--- config.mk ---
export PLATFORM = sky130hd
export DESIGN_NAME = serial_subtractor_flat
export DESIGN_NICKNAME = d
export VERILOG_FILES = /design/src/rtl/serial_subtractor_pkg.sv /design/src/rtl/serial_subtractor_if.sv /design/src/rtl/serial_subtractor_fs.sv /design/src/rtl/serial_subtractor.sv /design/src/flat_wrapper.sv
export SDC_FILE = /design/constraint.sdc
export NUM_CORES = 1
export LEC_CHECK = 0
export CAP_MARGIN = 30
export CORE_ASPECT_RATIO = 0.5
export CORE_MARGIN = 1.5
export CORE_UTILIZATION = 44
export DETAILED_ROUTE_END_ITERATION = 6
export PLACE_DENSITY = 0.69
export SETUP_SLACK_MARGIN = 0.15
export SLEW_MARGIN = 0
export SYNTH_ARGS = -nofsm -noshare
export SYNTH_HDL_FRONTEND = slang
export SYNTH_SLANG_ARGS = --single-unit
--- constraint.sdc ---
create_clock -name clk -period 3.2 [get_ports clk]
set_input_delay 0.48 -clock clk [delete_from_list [all_inputs] [get_ports clk]]
set_output_delay 0.48 -clock clk [all_outputs]
set_load 0.05 [all_outputs]
--- src/rtl/serial_subtractor_pkg.sv ---
// serial_sub_pkg: shared state type and sizing helpers for serial_subtractor.
// Optional feature macro: SERIAL_SUB_OVF_EN (signed overflow output).
package serial_sub_pkg;

    typedef enum logic [1:0] {
        IDLE = 2'd0,
        RUN  = 2'd1,
        DONE = 2'd2
    } sub_state_t;

    localparam int SUB_WIDTH_DEF = 8;

    // Bit-counter width for a given operand width.
    function automatic int sub_cnt_w(input int width);
        return $clog2(width);
    endfunction

endpackage

--- src/rtl/serial_subtractor_if.sv ---
// serial_sub_if: start/done handshake and operand/result bus.
// Optional feature macro: SERIAL_SUB_OVF_EN adds the ovf signal.
interface serial_sub_if
    import serial_sub_pkg::*;
#(
    parameter int WIDTH = SUB_WIDTH_DEF
);

    logic             start;
    logic [WIDTH-1:0] a;
    logic [WIDTH-1:0] b;
    logic             busy;
    logic             done;
    logic [WIDTH-1:0] diff;
    logic             borrow;
`ifdef SERIAL_SUB_OVF_EN
    logic             ovf;

    modport master (
        output start, a, b,
        input  busy, done, diff, borrow, ovf
    );

    modport slave (
        input  start, a, b,
        output busy, done, diff, borrow, ovf
    );
`else
    modport master (
        output start, a, b,
        input  busy, done, diff, borrow
    );

    modport slave (
        input  start, a, b,
        output busy, done, diff, borrow
    );
`endif

endinterface

--- src/rtl/serial_subtractor_fs.sv ---
// full_subtractor: 1-bit combinational borrow cell.
// Shared by every bit position of serial_subtractor.
module full_subtractor (
    input  logic a,
    input  logic b,
    input  logic bin,
    output logic d,
    output logic bout
);

    assign d    = a ^ b ^ bin;
    assign bout = (~a & b) | (~(a ^ b) & bin);

endmodule

--- src/rtl/serial_subtractor.sv ---
// serial_subtractor: bit-serial a - b, LSB first, one bit per clock.
// Optional feature macro: SERIAL_SUB_OVF_EN (signed overflow output).
module serial_subtractor
    import serial_sub_pkg::*;
#(
    parameter int WIDTH = SUB_WIDTH_DEF
) (
    input  logic        clk,
    input  logic        rst_n,
    serial_sub_if.slave bus
);

    localparam int              CW   = sub_cnt_w(WIDTH);
    localparam logic [CW-1:0]   LAST = CW'(WIDTH - 1);

    sub_state_t       state;
    logic [CW-1:0]    cnt;
    logic [WIDTH-1:0] a_sr;
    logic [WIDTH-1:0] b_sr;
    logic [WIDTH-1:0] res_sr;
    logic             brw;
    logic             busy_q;
    logic             done_q;
    logic [WIDTH-1:0] diff_q;
    logic             borrow_q;
    logic             d;
    logic             bout;

    full_subtractor u_cell (
        .a    (a_sr[0]),
        .b    (b_sr[0]),
        .bin  (brw),
        .d    (d),
        .bout (bout)
    );

`ifdef SERIAL_SUB_OVF_EN
    logic a_msb;
    logic b_msb;
    logic ovf_q;

    // Operand MSBs captured at launch; overflow registered at completion.
    always_ff @(posedge clk) begin
        if (!rst_n) begin
            a_msb <= 1'b0;
            b_msb <= 1'b0;
            ovf_q <= 1'b0;
        end else if (state != RUN && bus.start) begin
            a_msb <= bus.a[WIDTH-1];
            b_msb <= bus.b[WIDTH-1];
        end else if (state == RUN && cnt == LAST) begin
            ovf_q <= (a_msb != b_msb) && (d != a_msb);
        end
    end

    assign bus.ovf = ovf_q;
`endif

    // Control FSM plus serial datapath: load, shift one bit per cycle, publish.
    always_ff @(posedge clk) begin
        if (!rst_n) begin
            state    <= IDLE;
            cnt      <= '0;
            a_sr     <= '0;
            b_sr     <= '0;
            res_sr   <= '0;
            brw      <= 1'b0;
            busy_q   <= 1'b0;
            done_q   <= 1'b0;
            diff_q   <= '0;
            borrow_q <= 1'b0;
        end else begin
            done_q <= 1'b0;
            unique case (state)
                IDLE, DONE: begin
                    if (bus.start) begin
                        a_sr   <= bus.a;
                        b_sr   <= bus.b;
                        res_sr <= '0;
                        cnt    <= '0;
                        brw    <= 1'b0;
                        busy_q <= 1'b1;
                        state  <= RUN;
                    end else begin
                        state  <= IDLE;
                    end
                end
                RUN: begin
                    a_sr   <= a_sr >> 1;
                    b_sr   <= b_sr >> 1;
                    res_sr <= {d, res_sr[WIDTH-1:1]};
                    brw    <= bout;
                    cnt    <= cnt + 1'b1;
                    if (cnt == LAST) begin
                        diff_q   <= {d, res_sr[WIDTH-1:1]};
                        borrow_q <= bout;
                        busy_q   <= 1'b0;
                        done_q   <= 1'b1;
                        state    <= DONE;
                    end
                end
                default: begin
                    state <= IDLE;
                end
            endcase
        end
    end

    assign bus.busy   = busy_q;
    assign bus.done   = done_q;
    assign bus.diff   = diff_q;
    assign bus.borrow = borrow_q;

endmodule

--- src/flat_wrapper.sv ---
// flat-port wrapper written by rule: the top's interface ports become plain ports
module serial_subtractor_flat import serial_sub_pkg::*;
#(
    parameter int WIDTH = SUB_WIDTH_DEF
)
  (clk, rst_n, bus_start, bus_a, bus_b, bus_busy, bus_done, bus_diff, bus_borrow);
  serial_sub_if #(.WIDTH(WIDTH)) bus_i ();
  input  logic clk;
  input  logic rst_n;
  input wire logic [$bits(bus_i.start)-1:0] bus_start;
  input wire logic [$bits(bus_i.a)-1:0] bus_a;
  input wire logic [$bits(bus_i.b)-1:0] bus_b;
  output wire logic [$bits(bus_i.busy)-1:0] bus_busy;
  output wire logic [$bits(bus_i.done)-1:0] bus_done;
  output wire logic [$bits(bus_i.diff)-1:0] bus_diff;
  output wire logic [$bits(bus_i.borrow)-1:0] bus_borrow;
  assign bus_i.start = bus_start;
  assign bus_i.a = bus_a;
  assign bus_i.b = bus_b;
  assign bus_busy = bus_i.busy;
  assign bus_done = bus_i.done;
  assign bus_diff = bus_i.diff;
  assign bus_borrow = bus_i.borrow;
  serial_subtractor #(.WIDTH(WIDTH)) u_core (.clk(clk), .rst_n(rst_n), .bus(bus_i));
endmodule
Word level (Yosys, flattened, before mapping) --
Index checks and enable logic that the tools add are counted.
Cells by class: reductions and logical operators 7, eq/ne operators 5, bitwise gates (word level) 7, add/sub/neg operators 1, mux-type cells 17
Operator list (count):
- 8-bit one-hot mux with 2 select lines | 3
- 8-bit two-way mux | 3
- 3-bit one-hot mux with 2 select lines | 1
- 2-bit AND reduction | 3
- 1-bit two-way mux | 5
- 1-bit one-hot mux with 2 select lines | 2
- 2-bit one-hot mux with 2 select lines | 1
- 3-bit by 1-bit adder with 3-bit output (second input constant) | 1
- 3-bit equality test (second input constant) | 1
- 3-bit two-way mux | 1
- 3-bit AND reduction | 1
- 1-bit AND | 2
- 2-bit by 1-bit equality test with 1-bit output (second input constant) | 1
- 2-bit equality test (second input constant) | 1
- 2-bit logical NOT | 1
- 2-bit two-way mux | 1
- 2-bit by 1-bit inequality test with 1-bit output (second input constant) | 1
- 2-bit inequality test (second input constant) | 1
- 1-bit inverter | 2
- 2-bit nonzero test | 1
- 2-bit OR reduction | 1
- 1-bit bitwise XOR | 2
- 1-bit bitwise OR | 1
Word-level totals: bits of input ports 19, bits in registers 41, output and inout port bits 11, word-level logic and storage cells 47

Logic depth before layout (Yosys ltp) --
Gate-level depths: netlist of run 1.
depth in word-level cells 5, depth in mapped cells 5, depth with buffers taken out 5

Hierarchy --
Synthesis of run 1 repeated with hierarchy kept, for this count alone.
Second synthesis, totals: cell total of the unflattened synthesis 174, area, all modules 1592.8 µm²
By module, submodules not included:
- serial_subtractor | cells each 170, instances 1, area each 1561.5 µm², sequential area each 800.8 µm²
- full_subtractor | cells each 4, instances 1, area each 31.3 µm², sequential area each 0.0 µm²

Worst setup path before layout of run 1 --
No wires, ideal clock.
path kind reg-to-reg, start point register u_core.cnt[0], end point register u_core.borrow_q (netlist: u_core.bus.borrow), data arrival time 1260 ps, setup time 88 ps, period minus slack after synthesis 1348 ps, cell stages (with the launch flop) 6, setup slack 1852 ps, path buffers 1, required time 3112 ps, path through dfxtp_1 -> ha_1 -> ha_1 -> clkbuf_1 -> a21oi_1 -> a311oi_2
Between the ends: longest elaborated chain between the ends 2
RTL lines:
- start: declaration | RTL line serial_subtractor.sv:17 | logic [CW-1:0] cnt;
- start signal: assignment | RTL line serial_subtractor.sv:93 | cnt <= cnt + 1'b1;
- 3-bit equality test | RTL line serial_subtractor.sv:94 | if (cnt == LAST) begin
- 2-bit AND reduction (no source line)
- end signal: assignment | RTL line serial_subtractor.sv:96 | borrow_q <= bout;
- end: declaration | RTL line serial_subtractor.sv:25 | logic borrow_q;
Every way passes these cells. A chain may end at the register's enable or synchronous reset.

Final worst setup path of run 1 --
start point register u_core.borrow_q (netlist: u_core.bus.borrow), end point output port bus_borrow
RTL lines:
- end: declaration | RTL line flat_wrapper.sv:16 | output wire logic [$bits(bus_i.borrow)-1:0] bus_borrow;
No word-level cell between the ends.

==> results.txt, run 1 <==
status: finished clean
n_diodes: 0
Post-synth EDFFs: 0
CP peak stage delay: 800 ps
Setup Skew: 10.3 ps
I/O Pins: 30
RSZ-0062 raised after global routing: no
critical path peak fanout: 2
Die Span Y: 45.4 µm
clk root buf: clkbuf_8
max-slew violation count: 0
count of warnings emitted by yosys: 0
Max-Cap Viols: 0
Final setup viols: 0
Skew-Pair Late Insertion Delay: 300 ps
share of layout cells above drive strength 1: 0.0637
DP Cell Count: 247
Die X: 87.8 µm
CTS tree: built
critical path's slowest cell: clkdlybuf4s50_1
routed length per instance: 12.3 µm
#FFs+latches synth: 40
Top FF cell, synth: dfxtp_1
post-CTS sizing: 0
Post-Syn Area: 0.00158 mm²
Buf/Inv on CP: 1
Synth cell types: 26
Iter 0 DRT Violations: 40
Post-Syn Nets: 203
Final Util: 0.574
crit start category: flip-flop
worst setup margin: 1290 ps
clk slew on worst S/H paths: 80 ps
htree depth: 2
vias in the first global route: 1103
Routed Wire Length: 3140 µm
Final Hold Vio Count: 0
Final #Nets: 226
Remaining DRCs: 0
Final Instance Area: 0.00197 mm²
multi-input combinational cell area: 667 µm²
gpl congestion: 0.724
top cells by count, synth: dfxtp_1 (40), nor3_1 (26), a21oi_1 (21)
static leakage: 0.693 nW
Setup CP Type: reg -> out
Achievable Freq: 523 MHz
Critical Path AT: 1430 ps
Hold Crit Class: reg -> reg
Power Density: 550 mW/mm²
largest net degree at the start of global routing: 37
Pre-antenna DRT Iters: 4
VDD IR max: 0.193 mV
number of port buffers: 29
Critical Path Sink Type: output port
Slew @ Worst Pin: 1060 ps
area grow syn2layout: 24.7%
DIE AREA: 0.00398 mm²
clock tree sinks: 40
CP Cell Sequence: clkdlybuf4s50_1
Synth top area share: 0.507
Final ANT Viol Nets: 0
first-pass GRT wire length: 4820 µm
Fill cells: 323
Cells after Synth: 180
gr usage total: 0.167
largest cells by area after synthesis: dfxtp_1 (51%), nor3_1 (8.2%), a21oi_1 (6.7%), nand3_1 (6.0%), o22ai_1 (5.1%)
Initial Util: 0.460
setup TNS: 0 ps
placed cell area: 0.00186 mm²
hold_buf cts: 0
clk buf depth: 2
flip-flop and latch area: 801 µm²
std cell rows: 15
Period minus WS final: 1910 ps
TritonCTS Buffers: 5
vias per cell: 5.11
period utilization: 0.598
syn_area_per_cell: 8.78 µm²
Post-synth ARST share: 0
sequential-to-total area share from yosys stat: 0.507
Detailed Place HPWL: 1950 µm
Place WS: 1130 ps
relative slew slack: 0.295
core box area: 0.00343 mm²
initial antenna violation count: 0
grt total ovfl: 0
Non-Filler Instances: 255
Vias: 1303
cell family with most CP delay: buffers and inverters
Critical Path RT: 2720 ps
cell accounting for the most synthesized area: dfxtp_1
top-count cell post-synth: dfxtp_1
setup bufs post-CTS: 0
metal layers:
layer / GRT usage / part of all wire / up-vias
met3: 0.0580 / 0.036 / 7
met4: 0.0921 / 0.018 / 0
met1: 0.203 / 0.53 / 589
met5: 0 / 0 / -
li1: - / - / 687
met2: 0.264 / 0.41 / 20
where the power goes:
part / leakage [nW] / internal, W / switching (W)
clock network: 0.0548 / 0.000235 / 0.000184
registers: 0.327 / 0.000523 / 0.0000143
logic: 0.312 / 0.0000576 / 0.0000698
total: 0.693 / 0.000815 / 0.000268
state kept, by name (all words and copies together) (netlist names):
register / flops
u_core.a_sr: 8
u_core.b_sr: 8
u_core.bus.diff: 8
u_core.res_sr: 7
u_core.cnt: 3
u_core.state: 2
u_core.brw: 1
u_core.bus.borrow: 1
u_core.bus.busy: 1
u_core.bus.done: 1
worst paths after layout:
check	startpoint	end	slack (ps)	depth (start not counted)
hold / removal	u_core.bus.diff[1]	u_core.bus.diff[1]	450	2
hold reg to reg	u_core.bus.diff[1]	u_core.bus.diff[1]	450	2
setup reg to reg	u_core.cnt[0]	u_core.bus.busy	1450	5
setup / recovery	u_core.bus.borrow	bus_borrow	1290	1
cells in the final DEF (no fill, tap or decap), types with 4 or more instances in the layout:
master,Yosys,final
a21oi_1,21,21
clkbuf_8,0,5
clkdlybuf4s50_1,0,29
dfxtp_1,40,40
nand2_1,19,19
nand3_1,19,19
nor2_1,4,4
nor3_1,26,26
o22ai_1,13,13
logic make-up after synthesis:
group / share of synthesized area
AOI/OAI and AO/OA: 0.150
adders and majority gates: 0.0364
buffers and inverters: 0.0712
DFF: 0.507
and+or+nand+nor: 0.235
tightest hold or removal path, cell delays in order, from the launching register on:
cell and delay, ps:
dfxtp_1 310, nand2_1 50, a21oi_1 50
area by class of cell:
type	count	area share
multi-input combinational	121	0.338
tap	51	0.0324
sequential	40	0.406
clock inverter	3	0.0235
inverter	3	0.00571
timing repair buffer	32	0.159
clock buffer	5	0.0349
through the flow:
step           hold slack [ps]  total power (W)
3_5_place_dp               445         0.000676
6_report                   453          0.00108
2_1_floorplan              444         0.000641
5_1_grt                    488          0.00112
3_3_place_gp               444         0.000673
4_1_cts                    457          0.00109
No activity file was read; power rests on OpenSTA's default activity.
==> run 2: changes to the inputs <==
--- a/config.mk
+++ b/config.mk
@@ -10,7 +10,7 @@
 export CORE_MARGIN = 1.5
 export CORE_UTILIZATION = 44
 export DETAILED_ROUTE_END_ITERATION = 6
-export PLACE_DENSITY = 0.69
+export PLACE_DENSITY = 0.72
 export SETUP_SLACK_MARGIN = 0.15
 export SLEW_MARGIN = 0
 export SYNTH_ARGS = -nofsm -noshare
==> constraint.sdc (replaced) <==
create_clock -name clk -period 1.75 [get_ports clk]
set_input_delay 0.2625 -clock clk [delete_from_list [all_inputs] [get_ports clk]]
set_output_delay 0.2625 -clock clk [all_outputs]
set_load 0.05 [all_outputs]
==> results.txt, run 2 (synthesized netlist as in run 1, its figures left out) <==
cell count of the worst hold path: 2 (unchanged)
number of port buffers: 29 (unchanged)
vias per cell: 5.14 (was 5.11)
Final #Nets: 233 (was 226)
Skew-Pair Late Insertion Delay: 290 ps (was 300 ps)
setup slack, reg-to-reg: 360 ps (was 1450 ps)
routed length per instance: 12.2 µm (was 12.3 µm)
Max-Cap Viols: 0 (unchanged)
CP Capture Point: bus_diff[4] (was bus_borrow)
Hold Crit Class: reg -> reg (unchanged)
Pwr Total: 0.00196 W (was 0.00108 W)
most common library cell in the layout ignoring fill and taps: dfxtp_1 (unchanged)
Initial Util: 0.460 (unchanged)
Worst path depth: 1 (unchanged)
I/O Pins: 30 (unchanged)
DIE AREA: 0.00398 mm² (unchanged)
Gate power share: 0.125 (was 0.118)
Vias: 1347 (was 1303)
std cell rows: 15 (unchanged)
clk slew on worst S/H paths: 80 ps (about the same)
largest net degree at the start of global routing: 21 (was 37)
first-pass GRT wire length: 5200 µm (was 4820 µm)
initial antenna violation count: 0 (unchanged)
period utilization: 0.816
FF-to-FF End: u_core.res_sr[3] (was u_core.bus.busy)
gr usage total: 0.177 (was 0.167)
Final Util: 0.580 (was 0.574)
area grow syn2layout: 26.1% (was 24.7%)
vias in the first global route: 1159 (was 1103)
most frequent cells in the layout: dfxtp_1 (40), nor3_1 (26), a21oi_1 (21), nand2_1 (19), nand3_1 (19) (was dfxtp_1 (40), clkdlybuf4s50_1 (29), nor3_1 (26), a21oi_1 (21))
Die X: 87.8 µm (unchanged)
CP Cell Sequence: dlygate4sd2_1 (was clkdlybuf4s50_1)
Buf/Inv on CP: 1 (unchanged)
clk buf depth: 2 (unchanged)
Fill cells: 326 (was 323)
CP peak stage delay: 540 ps (was 800 ps)
n_diodes: 0 (unchanged)
critical path peak fanout: 2 (unchanged)
VDD IR max: 0.476 mV (was 0.193 mV)
critical path's slowest cell: dlygate4sd2_1 (was clkdlybuf4s50_1)
crit start category: flip-flop (unchanged)
max-slew violation count: 0 (unchanged)
WHS: 458 ps (was 453 ps)
relative slew slack: 0.665 (was 0.295)
RSZ-0062 raised after global routing: no (unchanged)
share of layout cells above drive strength 1: 0.123 (was 0.0637)
Power Density: 981 mW/mm² (was 550 mW/mm²)
Worst Setup SP: u_core.bus.diff[4] (was u_core.bus.borrow)
P_sw: 0.000461 W (was 0.000268 W)
Setup Skew: 9.33 ps (was 10.3 ps)
sw frac: 0.236 (was 0.248)
status: finished clean (unchanged)
CTS tree: built (unchanged)
Slew @ Worst Pin: 504 ps (was 1060 ps)
Remaining DRCs: 0 (unchanged)
FF-to-FF Start: u_core.state[1] (was u_core.cnt[0])
Critical Path AT: 1170 ps (was 1430 ps)
clock tree sinks: 40 (unchanged)
Critical Path RT: 1490 ps (was 2720 ps)
gpl congestion: 0.775 (was 0.724)
Final ANT Viol Nets: 0 (unchanged)
Critical Path Sink Type: output port (unchanged)
clk root buf: clkbuf_8 (unchanged)
setup TNS: 0 ps (unchanged)
Die Span Y: 45.4 µm (unchanged)
setup bufs post-CTS: 0 (unchanged)
Pint: 0.00149 W (was 0.000815 W)
Final setup viols: 0 (unchanged)
TritonCTS Buffers: 5 (unchanged)
Period minus WS final: 1430 ps
Final Hold Vio Count: 0 (unchanged)
cell family with most CP delay: buffers and inverters (unchanged)
Setup CP Type: reg -> out (unchanged)
Iter 0 DRT Violations: 46 (was 40)
static leakage: 0.759 nW (was 0.693 nW)
htree depth: 2 (unchanged)
Pre-antenna DRT Iters: 4 (unchanged)
Routed Wire Length: 3200 µm (was 3140 µm)
Achievable Freq: 700 MHz
clock power share: 0.372 (was 0.387)
core box area: 0.00343 mm² (unchanged)
grt total ovfl: 0 (unchanged)
Detailed Place HPWL: 2170 µm (was 1950 µm)
Seq pwr share: 0.503 (was 0.495)
reg2reg path depth: 4 (was 5)
==> run 2: cell count changes in the layout (fill, tap and decap cells not counted) <==
cell | before | now
buf_4 | 3 | 17
clkdlybuf4s50_1 | 29 | 18
dlygate4sd2_1 | 0 | 4
clkbuf_1 | 0 | 1
clkinv_2 | 0 | 1
clkinvlp_4 | 1 | 0
inv_6 | 1 | 0
==> run 2: what timing repair did <==
action	in CTS	in global routing
hold buffers	0	0
resized for setup	4	0
setup endpoints to repair	4	0
==> run 2: per-layer routing <==
metal / wire, µm / vias to the layer above / GRT usage
li1: - / 699 / -
met1: 1550 / 616 / 0.223
met2: 1450 / 26 / 0.289
met3: 139 / 6 / 0.0489
met4: 65 / 0 / 0.0857
met5: 0 / - / 0
==> run 2: layout make-up <==
class | count | area, µm² | area share
clock buffers | 6 | 72.6 | 0.0364
clock inverters | 2 | 35.0 | 0.0176
inverters | 3 | 11.3 | 0.00565
multi-input cells | 121 | 667 | 0.335
flip-flops and latches | 40 | 801 | 0.402
well taps | 51 | 63.8 | 0.0320
repair buffers | 39 | 343 | 0.172
==> run 2: power by group through the flow <==
stage	registers [W]	logic, W	clock network, W
floorplan	0.00100	0.000169	0
global placement	0.00100	0.000242	0
detailed placement	0.00100	0.000247	0
CTS	0.000983	0.000246	0.000749
global route	0.000989	0.000271	0.000783
finish	0.000983	0.000244	0.000728
==> run 2: worst min path at each step <==
stage,start,endpoint,slack [ps]
after floorplan,rst_n,u_core.cnt[0],380
after global placement,u_core.bus.diff[6],u_core.bus.diff[6],450
after CTS,u_core.bus.diff[5],u_core.bus.diff[5],460
final,u_core.bus.diff[5],u_core.bus.diff[5],460
after global routing,u_core.bus.diff[2],u_core.bus.diff[2],470
after detailed placement,u_core.bus.diff[5],u_core.bus.diff[5],450
==> run 2: through the flow <==
stage / instances / worst slack [ps] / cell area [µm²]
floorplan: 180 / 402 / 1580
global placement: 254 / 366 / 1890
detailed placement: 254 / 337 / 1890
CTS: 262 / 310 / 1990
global route: 262 / 210 / 1990
finish: 262 / 322 / 1990
==> run 3: changes to the inputs <==
==> constraint.sdc (replaced) <==
create_clock -name clk -period 1.15 [get_ports clk]
set_input_delay 0.1725 -clock clk [delete_from_list [all_inputs] [get_ports clk]]
set_output_delay 0.1725 -clock clk [all_outputs]
set_load 0.05 [all_outputs]
==> results.txt, run 3 (synthesized netlist as in run 1, its figures left out) <==
Slew @ Worst Pin: 278 ps (was 504 ps)
grt total ovfl: 0 (unchanged)
Final setup viols: 40 (was 0)
I/O Pins: 30 (unchanged)
hold_buf cts: 0 (unchanged)
TritonCTS Buffers: 5 (unchanged)
Max-Cap Viols: 0 (unchanged)
failing checks: setup timing
RSZ-0062 raised after global routing: yes (was no)
initial antenna violation count: 0 (unchanged)
gr usage total: 0.316 (was 0.177)
Place WS: -277 ps (was 337 ps)
most frequent cells in the layout: nor3_2 (24), buf_12 (23), dfxtp_1 (23), clkdlybuf4s50_1 (18), buf_4 (15) (was dfxtp_1 (40), nor3_1 (26), a21oi_1 (21), nand2_1 (19), nand3_1 (19))
relative slew slack: 0.815 (was 0.665)
Pre-antenna DRT Iters: 4 (unchanged)
clk root buf: clkbuf_8 (unchanged)
vias per cell: 6.23 (was 5.14)
Critical Path Sink Type: flip-flop (was output port)
Routed Wire Length: 7490 µm (was 3200 µm)
critical path peak fanout: 7 (was 2)
first-pass GRT wire length: 8960 µm (was 5200 µm)
cell family with most CP delay: buffers and inverters (unchanged)
Final ANT Viol Nets: 0 (unchanged)
largest net degree at the start of global routing: 19 (was 21)
routed length per instance: 25.5 µm (was 12.2 µm)
period utilization: 1.23
VDD IR max: 0.724 mV (was 0.476 mV)
max-slew violation count: 0 (unchanged)
Iter 0 DRT Violations: 92 (was 46)
gpl congestion: 0.757 (was 0.775)
share of layout cells above drive strength 1: 0.663 (was 0.123)
Final Hold Vio Count: 0 (unchanged)
clk slew on worst S/H paths: 90 ps (was 80 ps)
Detailed Place HPWL: 2310 µm (was 2170 µm)
number of port buffers: 29 (unchanged)
Remaining DRCs: 0 (unchanged)
critical path's slowest cell: dfxtp_4 (was dlygate4sd2_1)
CP Cell Sequence: buf_6 > nand2b_4 > buf_6 > buf_8 > nand3_1 > a21oi_1 (was dlygate4sd2_1)
Critical Path RT: 1360 ps (was 1490 ps)
Die Span Y: 45.4 µm (unchanged)
Vias: 1833 (was 1347)
Final #Nets: 266 (was 233)
static leakage: 1.15 nW (was 0.759 nW)
worst setup margin: -264 ps (was 322 ps)
DIE AREA: 0.00398 mm² (unchanged)
std cell rows: 15 (unchanged)
setup TNS: -4920 ps (was 0 ps)
Critical Path AT: 1620 ps (was 1170 ps)
area grow syn2layout: 105% (was 26.1%)
crit start category: flip-flop (unchanged)
status: finished with violations (was finished clean)
n_diodes: 0 (unchanged)
clock tree sinks: 40 (unchanged)
CTS tree: built (unchanged)
Die X: 87.8 µm (unchanged)
clk buf depth: 2 (unchanged)
vias in the first global route: 1692 (was 1159)
most common library cell in the layout ignoring fill and taps: nor3_2 (was dfxtp_1)
Buf/Inv on CP: 3 (was 1)
Achievable Freq: 707 MHz
Hold Crit Class: in -> reg (was reg -> reg)
htree depth: 2 (unchanged)
CP peak stage delay: 380 ps (was 540 ps)
Period minus WS final: 1410 ps
Power Density: 1100 mW/mm² (was 981 mW/mm²)
Setup CP Type: reg -> reg (was reg -> out)
Skew-Pair Late Insertion Delay: 310 ps (was 290 ps)
Setup Skew: 17.4 ps (was 9.33 ps)
most numerous cell on the critical path: buf_6
Initial Util: 0.460 (unchanged)
core box area: 0.00343 mm² (unchanged)
[run 3: changes by cell type in the layout (fill, tap and decap cells not counted), sizes merged]
cell	change
bufbuf	+1
buf	+35
clkbuf	+1
bufinv	-1
dlygate4sd2	-4
[run 3: timing repair]
action                                  CTS  global route
pin swaps                                18            20
cloned                                    7             1
buffers inserted                         12             5
endpoints found under the setup margin   49            44
resized for setup                        58            61
[run 3: worst paths after layout]
path	slack, ps	cells after the start	endpoint	start
worst max-delay path	-260	6	u_core.res_sr[4]	u_core.state[0]
worst min register to register	470	2	u_core.bus.diff[3]	u_core.bus.diff[3]
worst max register to register	-260	6	u_core.res_sr[4]	u_core.state[0]
worst min-delay path	440	3	u_core.a_sr[7]	bus_a[7]
[run 3: power breakdown]
| group | total [W] | switching [W] | internal, W |
|---|---|---|---|
| clock | 0.000937 | 0.000523 | 0.000414 |
| sequential | 0.00155 | 0.0000963 | 0.00145 |
| combinational | 0.00107 | 0.000478 | 0.000595 |
| total | 0.00356 | 0.00110 | 0.00246 |
[run 3: final cells by class]
cell class | count | area [µm²]
clock buffers | 6 | 72.6
clock inverters | 1 | 5.00
fillers | 83 | 201
inverters | 3 | 11.3
multi-input cells | 121 | 1170
flip-flops and latches | 40 | 832
well taps | 51 | 63.8
repair buffers | 72 | 1070
[run 3: stage by stage]
stage          total power [W]  std cells  hold WS [ps]  utilization  instance area, µm²
3_3_place_gp           0.00202        262           453        0.654                2240
2_1_floorplan          0.00184        180           290            -                1710
5_1_grt                0.00364        294           466        0.941                3230
6_report               0.00356        294           442        0.941                3230
3_5_place_dp           0.00203        262           458        0.654                2240
4_1_cts                0.00323        288           444        0.841                2890
[run 3: routing by layer]
metal,part of all wire,vias to the layer above,global-route usage
met1,0.40,895,0.385
met3,0.10,39,0.105
met5,0,-,0
li1,-,770,-
met2,0.45,129,0.508
met4,0.049,0,0.168
[run 3: worst reg2reg max path: stages, from the launching register on]
cell      delay, ps
dfxtp_4         380
buf_6           130
nand2b_4        160
buf_6           160
buf_8           120
nand3_1         100
a21oi_1         280
